**src/rtl/iter_alu.sv**
```systemverilog
`default_nettype none
// ============================================================================
// Module   : iter_alu
// Purpose  : Handshaked multi-cycle integer ALU with iterative shifts and an
//            optional iterative multiplier (enabled by ITER_ALU_MUL_EN).
// Revision : 1.0  initial release
// ============================================================================
module iter_alu #(
    parameter  int WIDTH = 32,
    localparam int SHW   = $clog2(WIDTH)
) (
    input  logic             clk,
    input  logic             rst,
    input  logic             in_valid,
    output logic             in_ready,
    input  logic [3:0]       mode,
    input  logic [WIDTH-1:0] A,
    input  logic [WIDTH-1:0] B,
    input  logic             Cin,
    output logic             out_valid,
    input  logic             out_ready,
    output logic [WIDTH-1:0] result,
    output logic             zero,
    output logic             overflow,
    output logic             Cout
);

    localparam logic [1:0] S_IDLE = 2'd0;
    localparam logic [1:0] S_BUSY = 2'd1;
    localparam logic [1:0] S_DONE = 2'd2;

    localparam logic [3:0] M_ADD  = 4'd0;
    localparam logic [3:0] M_SUB  = 4'd1;
    localparam logic [3:0] M_NOT  = 4'd2;
    localparam logic [3:0] M_AND  = 4'd3;
    localparam logic [3:0] M_OR   = 4'd4;
    localparam logic [3:0] M_XOR  = 4'd5;
    localparam logic [3:0] M_SLT  = 4'd6;
    localparam logic [3:0] M_SLTU = 4'd7;
    localparam logic [3:0] M_EQ   = 4'd8;
    localparam logic [3:0] M_SLL  = 4'd9;
    localparam logic [3:0] M_SRL  = 4'd10;
    localparam logic [3:0] M_SRA  = 4'd11;
`ifdef ITER_ALU_MUL_EN
    localparam logic [3:0] M_MUL  = 4'd12;
`endif

    logic [1:0]       r_state;
    logic [1:0]       w_next;
    logic [3:0]       r_mode;
    logic [WIDTH-1:0] r_res;
    logic             r_zero;
    logic             r_ov;
    logic             r_cout;
    logic [SHW-1:0]   r_cnt;
`ifdef ITER_ALU_MUL_EN
    logic [WIDTH-1:0] r_opa;
    logic [WIDTH-1:0] r_opb;
`endif

    logic [SHW-1:0]   w_shamt;
    logic             w_accept;
    logic [WIDTH:0]   w_add;
    logic [WIDTH:0]   w_sub;
    logic             w_add_ov;
    logic             w_sub_ov;
    logic             w_is_shift;
    logic             w_mul_start;
    logic             w_long;
    logic [WIDTH-1:0] w_res;
    logic             w_ov;
    logic             w_cout;
    logic [WIDTH-1:0] w_step;

    function automatic logic [WIDTH-1:0] shift1(input logic [WIDTH-1:0] x,
                                                input logic [3:0]       m);
        case (m)
            M_SLL:   return {x[WIDTH-2:0], 1'b0};
            M_SRL:   return {1'b0, x[WIDTH-1:1]};
            default: return {x[WIDTH-1], x[WIDTH-1:1]};
        endcase
    endfunction

    assign w_shamt  = B[SHW-1:0];
    assign w_accept = (r_state == S_IDLE) & in_valid;

    assign w_add    = {1'b0, A} + {1'b0, B}  + {{WIDTH{1'b0}}, Cin};
    assign w_sub    = {1'b0, A} + {1'b0, ~B} + {{WIDTH{1'b0}}, 1'b1};
    assign w_add_ov = (A[WIDTH-1] == B[WIDTH-1]) & (w_add[WIDTH-1] != A[WIDTH-1]);
    assign w_sub_ov = (A[WIDTH-1] != B[WIDTH-1]) & (w_sub[WIDTH-1] != A[WIDTH-1]);

    assign w_is_shift = (mode == M_SLL) | (mode == M_SRL) | (mode == M_SRA);
`ifdef ITER_ALU_MUL_EN
    assign w_mul_start = (mode == M_MUL);
`else
    assign w_mul_start = 1'b0;
`endif
    // The first shift/multiply step happens on the accept edge, so only
    // shifts by 2 or more need the BUSY state.
    assign w_long = (w_is_shift & (w_shamt > SHW'(1))) | w_mul_start;

    always_comb begin
        w_res  = '0;
        w_ov   = 1'b0;
        w_cout = 1'b0;
        case (mode)
            M_ADD: begin
                w_res  = w_add[WIDTH-1:0];
                w_ov   = w_add_ov;
                w_cout = w_add[WIDTH];
            end
            M_SUB: begin
                w_res  = w_sub[WIDTH-1:0];
                w_ov   = w_sub_ov;
                w_cout = w_sub[WIDTH];
            end
            M_NOT:  w_res = ~A;
            M_AND:  w_res = A & B;
            M_OR:   w_res = A | B;
            M_XOR:  w_res = A ^ B;
            M_SLT:  w_res = {{(WIDTH-1){1'b0}}, w_sub_ov ^ w_sub[WIDTH-1]};
            M_SLTU: w_res = {{(WIDTH-1){1'b0}}, ~w_sub[WIDTH]};
            M_EQ:   w_res = {{(WIDTH-1){1'b0}}, A == B};
            M_SLL, M_SRL, M_SRA:
                w_res = (w_shamt == '0) ? A : shift1(A, mode);
`ifdef ITER_ALU_MUL_EN
            M_MUL:  w_res = B[0] ? A : '0;
`endif
            default: w_res = '0;
        endcase
    end

    always_comb begin
        w_step = shift1(r_res, r_mode);
`ifdef ITER_ALU_MUL_EN
        if (r_mode == M_MUL) begin
            w_step = r_res + (r_opb[0] ? r_opa : '0);
        end
`endif
    end

    always_ff @(posedge clk or posedge rst) begin
        if (rst) begin
            r_state <= S_IDLE;
        end else begin
            r_state <= w_next;
        end
    end

    always_comb begin
        w_next = r_state;
        case (r_state)
            S_IDLE: if (in_valid) w_next = w_long ? S_BUSY : S_DONE;
            S_BUSY: if (r_cnt == SHW'(1)) w_next = S_DONE;
            S_DONE: if (out_ready) w_next = S_IDLE;
            default: w_next = S_IDLE;
        endcase
    end

    always_comb begin
        in_ready  = (r_state == S_IDLE);
        out_valid = (r_state == S_DONE);
    end

    always_ff @(posedge clk or posedge rst) begin
        if (rst) begin
            r_mode <= '0;
            r_res  <= '0;
            r_zero <= 1'b0;
            r_ov   <= 1'b0;
            r_cout <= 1'b0;
            r_cnt  <= '0;
`ifdef ITER_ALU_MUL_EN
            r_opa  <= '0;
            r_opb  <= '0;
`endif
        end else if (w_accept) begin
            r_mode <= mode;
            r_res  <= w_res;
            r_zero <= ~|w_res;
            r_ov   <= w_ov;
            r_cout <= w_cout;
            r_cnt  <= (w_shamt == '0) ? '0 : w_shamt - SHW'(1);
`ifdef ITER_ALU_MUL_EN
            if (w_mul_start) begin
                r_cnt <= SHW'(WIDTH - 1);
            end
            r_opa <= A << 1;
            r_opb <= B >> 1;
`endif
        end else if (r_state == S_BUSY) begin
            r_res  <= w_step;
            r_zero <= ~|w_step;
            r_cnt  <= r_cnt - SHW'(1);
`ifdef ITER_ALU_MUL_EN
            r_opa  <= r_opa << 1;
            r_opb  <= r_opb >> 1;
`endif
        end
    end

    assign result   = r_res;
    assign zero     = r_zero;
    assign overflow = r_ov;
    assign Cout     = r_cout;

endmodule
`default_nettype wire

```
**config.mk**
```make
export PLATFORM = sky130hd
export DESIGN_NAME = iter_alu
export DESIGN_NICKNAME = d
export VERILOG_FILES = /design/src/rtl/iter_alu.sv
export SDC_FILE = /design/constraint.sdc
export NUM_CORES = 1
export LEC_CHECK = 0
export ABC_AREA = 1
export BUFFER_PORTS_ARGS = -buffer_cell sky130_fd_sc_hd__clkbuf_2
export CAP_MARGIN = 30
export CORE_MARGIN = 3
export CORE_UTILIZATION = 40
export CTS_CLUSTER_DIAMETER = 40
export CTS_CLUSTER_SIZE = 16
export DETAILED_ROUTE_END_ITERATION = 10
export MAX_ROUTING_LAYER = met4
export PLACE_DENSITY_LB_ADDON = 0.3
export SLEW_MARGIN = 10
export SYNTH_ARGS = -nofsm -noshare
export SYNTH_HDL_FRONTEND = slang
export SYNTH_SLANG_ARGS = --single-unit
```
**constraint.sdc**
```tcl
create_clock -name clk -period 4 [get_ports clk]
set_input_delay 0.6 -clock clk [delete_from_list [all_inputs] [get_ports clk]]
set_output_delay 0.6 -clock clk [all_outputs]
set_load 0.05 [all_outputs]
```
==> impl_metrics.tcl <==
set metrics [dict create \
    ff2ff_path_depth 10 \
    drv_cap 0 \
    clkTransAtPathRegs_ps 60 \
    synth_seq_area_share 0.111 \
    overflow 0 \
    clockBufferDepth 2 \
    ant_nets 0 \
    ys.flop_type "dfrtp_1" \
    synth_edf_count 0 \
    synth_area_um2 10400 \
    reg2reg_to "zero$_DFFE_PP0P_" \
    clock_skew_ps 5.66 \
    max_freq_mhz 279 \
    cts_root_buf "clkbuf_16" \
    via_per_inst 5.42 \
    worstMarginPinSlew_ps 925 \
    cts_tree "done" \
    min_path_type "primary input to asynchronous set/reset pin" \
    grt_pass1_vias 12000 \
    io_pins 110 \
    worstSetupStartpointType "primary input" \
    antenna_found_initial 0 \
    synth.avg_cell_area_um2 5.36 \
    fin_crit_sh 0.894 \
    final_nets 2212 \
    post_cts.repair.setup_buffers 0 \
    min_period_ps 3580 \
    p_leak_uw 0.00668 \
    worstSetupEndpointType "flop" \
    rows 58 \
    cts_buffers 5 \
    path_cells "clkbuf_2 > inv_1 > ha_1 > nor2_1 > inv_1 > nor2_1 > nand2_1 > nor3_1 > nand2_1 > nand2_1 > a221oi_1 > fa_1 > o22ai_1 > nor2_1 > o211ai_1 > nand3b_1 > nor2_1 > nand2_1 > nor2_1 > nand3_1 > a21oi_1" \
    dieWidth_um 167 \
    drv_slew 0 \
    wl_per_cell_um 18.2 \
    setup_tns_ps 0 \
    post-route-util 0.457 \
    p_int_uw 1770 \
    crit_start "A[18]" \
    place_inst 2354 \
    seqPwrFrac 0.200 \
    p_total_uw 4190 \
    status "finished, final reports clean" \
    power_density_nw_per_um2 362 \
    critPathSlowestCell "fa_1" \
    drt_iter0_markers 1403 \
    crit_arrival_ps 3800 \
    synth_seq_cells 46 \
    track_usage 0.307 \
    cp.required_ps 4220 \
    hold_viol_final 0 \
    post_cts_resized 0 \
    comb_power_share 0.689 \
    synthTopCellsByArea "nand2_1 22%, inv_1 13%, ha_1 12%, dfrtp_1 11%, nand3_1 8.2%" \
    whs_ps 240 \
    insertion_delay_ps 290 \
    worstSetupEndpoint "zero$_DFFE_PP0P_" \
    area_delta_synth_final_pct 11.7 \
    critPathMaxFanout 5 \
    hpwlAfterDp_um 36000 \
    grt_max_degree 37 \
    synth_warnings 0 \
    wirelength_um 43000 \
    cts.htree.levels 2 \
    syn_nets 2116 \
    finalSetupViolCount 0 \
    first_pass_iters 7 \
    synth_top_area_frac 0.222 \
    grt_pass1_wl_um 66800 \
    synth.distinct_cells 43 \
    rsz0062_at_grt "false" \
    p_sw_frac 0.579 \
    regToRegSetupSlack_ps 1400 \
    port_buffers 109 \
    vias 12800 \
    place_congestion 1.05 \
    die_area_um2 27900 \
    worstSetupPathType "primary input to flop" \
    cts_hold_buf 0 \
    num_antenna_cells 0 \
    p_clk_frac 0.111 \
    stdcell_count 2363 \
    drive_above_1_share 0.0915 \
    die_h_um 167 \
    slew_headroom 0.383 \
    syn_inst 1936 \
    async_flop_share 1.00 \
    core_um2 25300 \
    peakVddDrop_mv 0.559 \
    max_stage_delay_ps 540 \
    drc 0 \
    netSwitchingPower_uw 2430 \
    initial_core_util 0.409 \
    cp_common_cell "nor2_1" \
    cts_sinks 46 \
    synth_top_area_cell "nand2_1" \
    timing.rr.start "r_mode[2]$_DFFE_PP0P_" \
]
## metal layers
| metal | part of all wire | global-route usage |
|---|---|---|
| met1 | 0.47 | 0.432 |
| met2 | 0.44 | 0.477 |
| met3 | 0.073 | 0.0297 |
| met4 | 0.022 | 0.0753 |
| met5 | 0 | - |
## how the worst min path moves through the flow
stage,startpoint,to,slack [ps],depth (start not counted)
floorplan,r_mode[2]$_DFFE_PP0P_,r_mode[2]$_DFFE_PP0P_,450,2
global placement,r_mode[2]$_DFFE_PP0P_,r_mode[2]$_DFFE_PP0P_,470,2
detailed placement,r_mode[2]$_DFFE_PP0P_,r_mode[2]$_DFFE_PP0P_,480,2
CTS,rst,result[23]$_DFFE_PP0P_,250,2
global route,rst,result[26]$_DFFE_PP0P_,280,2
finish,rst,result[26]$_DFFE_PP0P_,240,2
## final cells by class
cell class                 count  area, um2
multi-input combinational   1456       7500
sequential                    46       1150
inverter                     361       1360
clock buffer                   8        166
fill                        2875      13800
timing repair buffer         162        988
tap                          330        413
## critical path: cells and delay by family
family / cells / cell delay [ps]
buffers and inverters: 3 / 330
AO/OA/AOI/OAI: 4 / 440
AND/OR/NAND/NOR: 12 / 1560
adder cells (fa/ha/maj): 2 / 860
## power groups by stage
stage	Sequential, uW	Combinational, uW	Clock, uW
finish	839	2890	465
global route	868	3170	483
CTS	835	2860	465
detailed placement	843	2850	0
global placement	840	2820	0
floorplan	1310	1550	0
## synth_stat cells (12+ instances only)
cell / number
nand2_1: 614
inv_1: 355
nor2_1: 209
nand3_1: 170
ha_1: 103
o21ai_0: 101
a21oi_1: 73
dfrtp_1: 46
buf_2: 37
o221ai_1: 32
nand4_1: 31
o22ai_1: 28
o211ai_1: 26
clkbuf_1: 21
o21bai_1: 12
## flip-flops by register name, indices dropped and copies added (netlist names)
signal / flops
result: 32
r_cnt: 5
r_mode: 4
r_state: 2
Cout: 1
overflow: 1
zero: 1
## stage by stage
stage | setup slack [ps] | cell area, um2
after floorplan | 511 | 10400
after global placement | 203 | 11400
after detailed placement | 145 | 11400
after CTS | 440 | 11600
after global routing | 41.4 | 11600
final | 422 | 11600
## placed cells by master (no fill, tap or decap), types with 2 or more instances in the layout
cell type,instances
a211oi_1,5
fa_1,4
nor2_1,206
nand4_1,31
o21bai_1,12
a22oi_1,4
clkbuf_2,109
dfrtp_1,46
clkinv_1,3
nor2_2,3
and3_1,3
buf_4,49
o22ai_1,28
o21ai_1,4
nand2_1,613
a21oi_1,73
nor2_4,2
o221ai_1,32
inv_1,354
o21ai_0,101
nand3b_1,5
ha_1,103
clkbuf_16,5
nand3_1,170
nor3_1,11
xor2_1,2
nand2_2,3
buf_12,3
o211ai_1,26
a21oi_2,2
nor4_1,3
clkbuf_8,3
inv_2,4
## cell families (layout without fill, tap and decap cells)
| family | after synthesis | in the layout | share of synthesized area |
|---|---|---|---|
| compound gates | 293 | 293 | 0.171 |
| xor+xnor | 3 | 3 | 0.00253 |
| fa+ha+maj | 107 | 107 | 0.132 |
| buf+inv | 434 | 531 | 0.166 |
| flops | 46 | 46 | 0.111 |
| simple gates | 1053 | 1053 | 0.418 |
No activity file was read; power rests on OpenSTA's default activity.
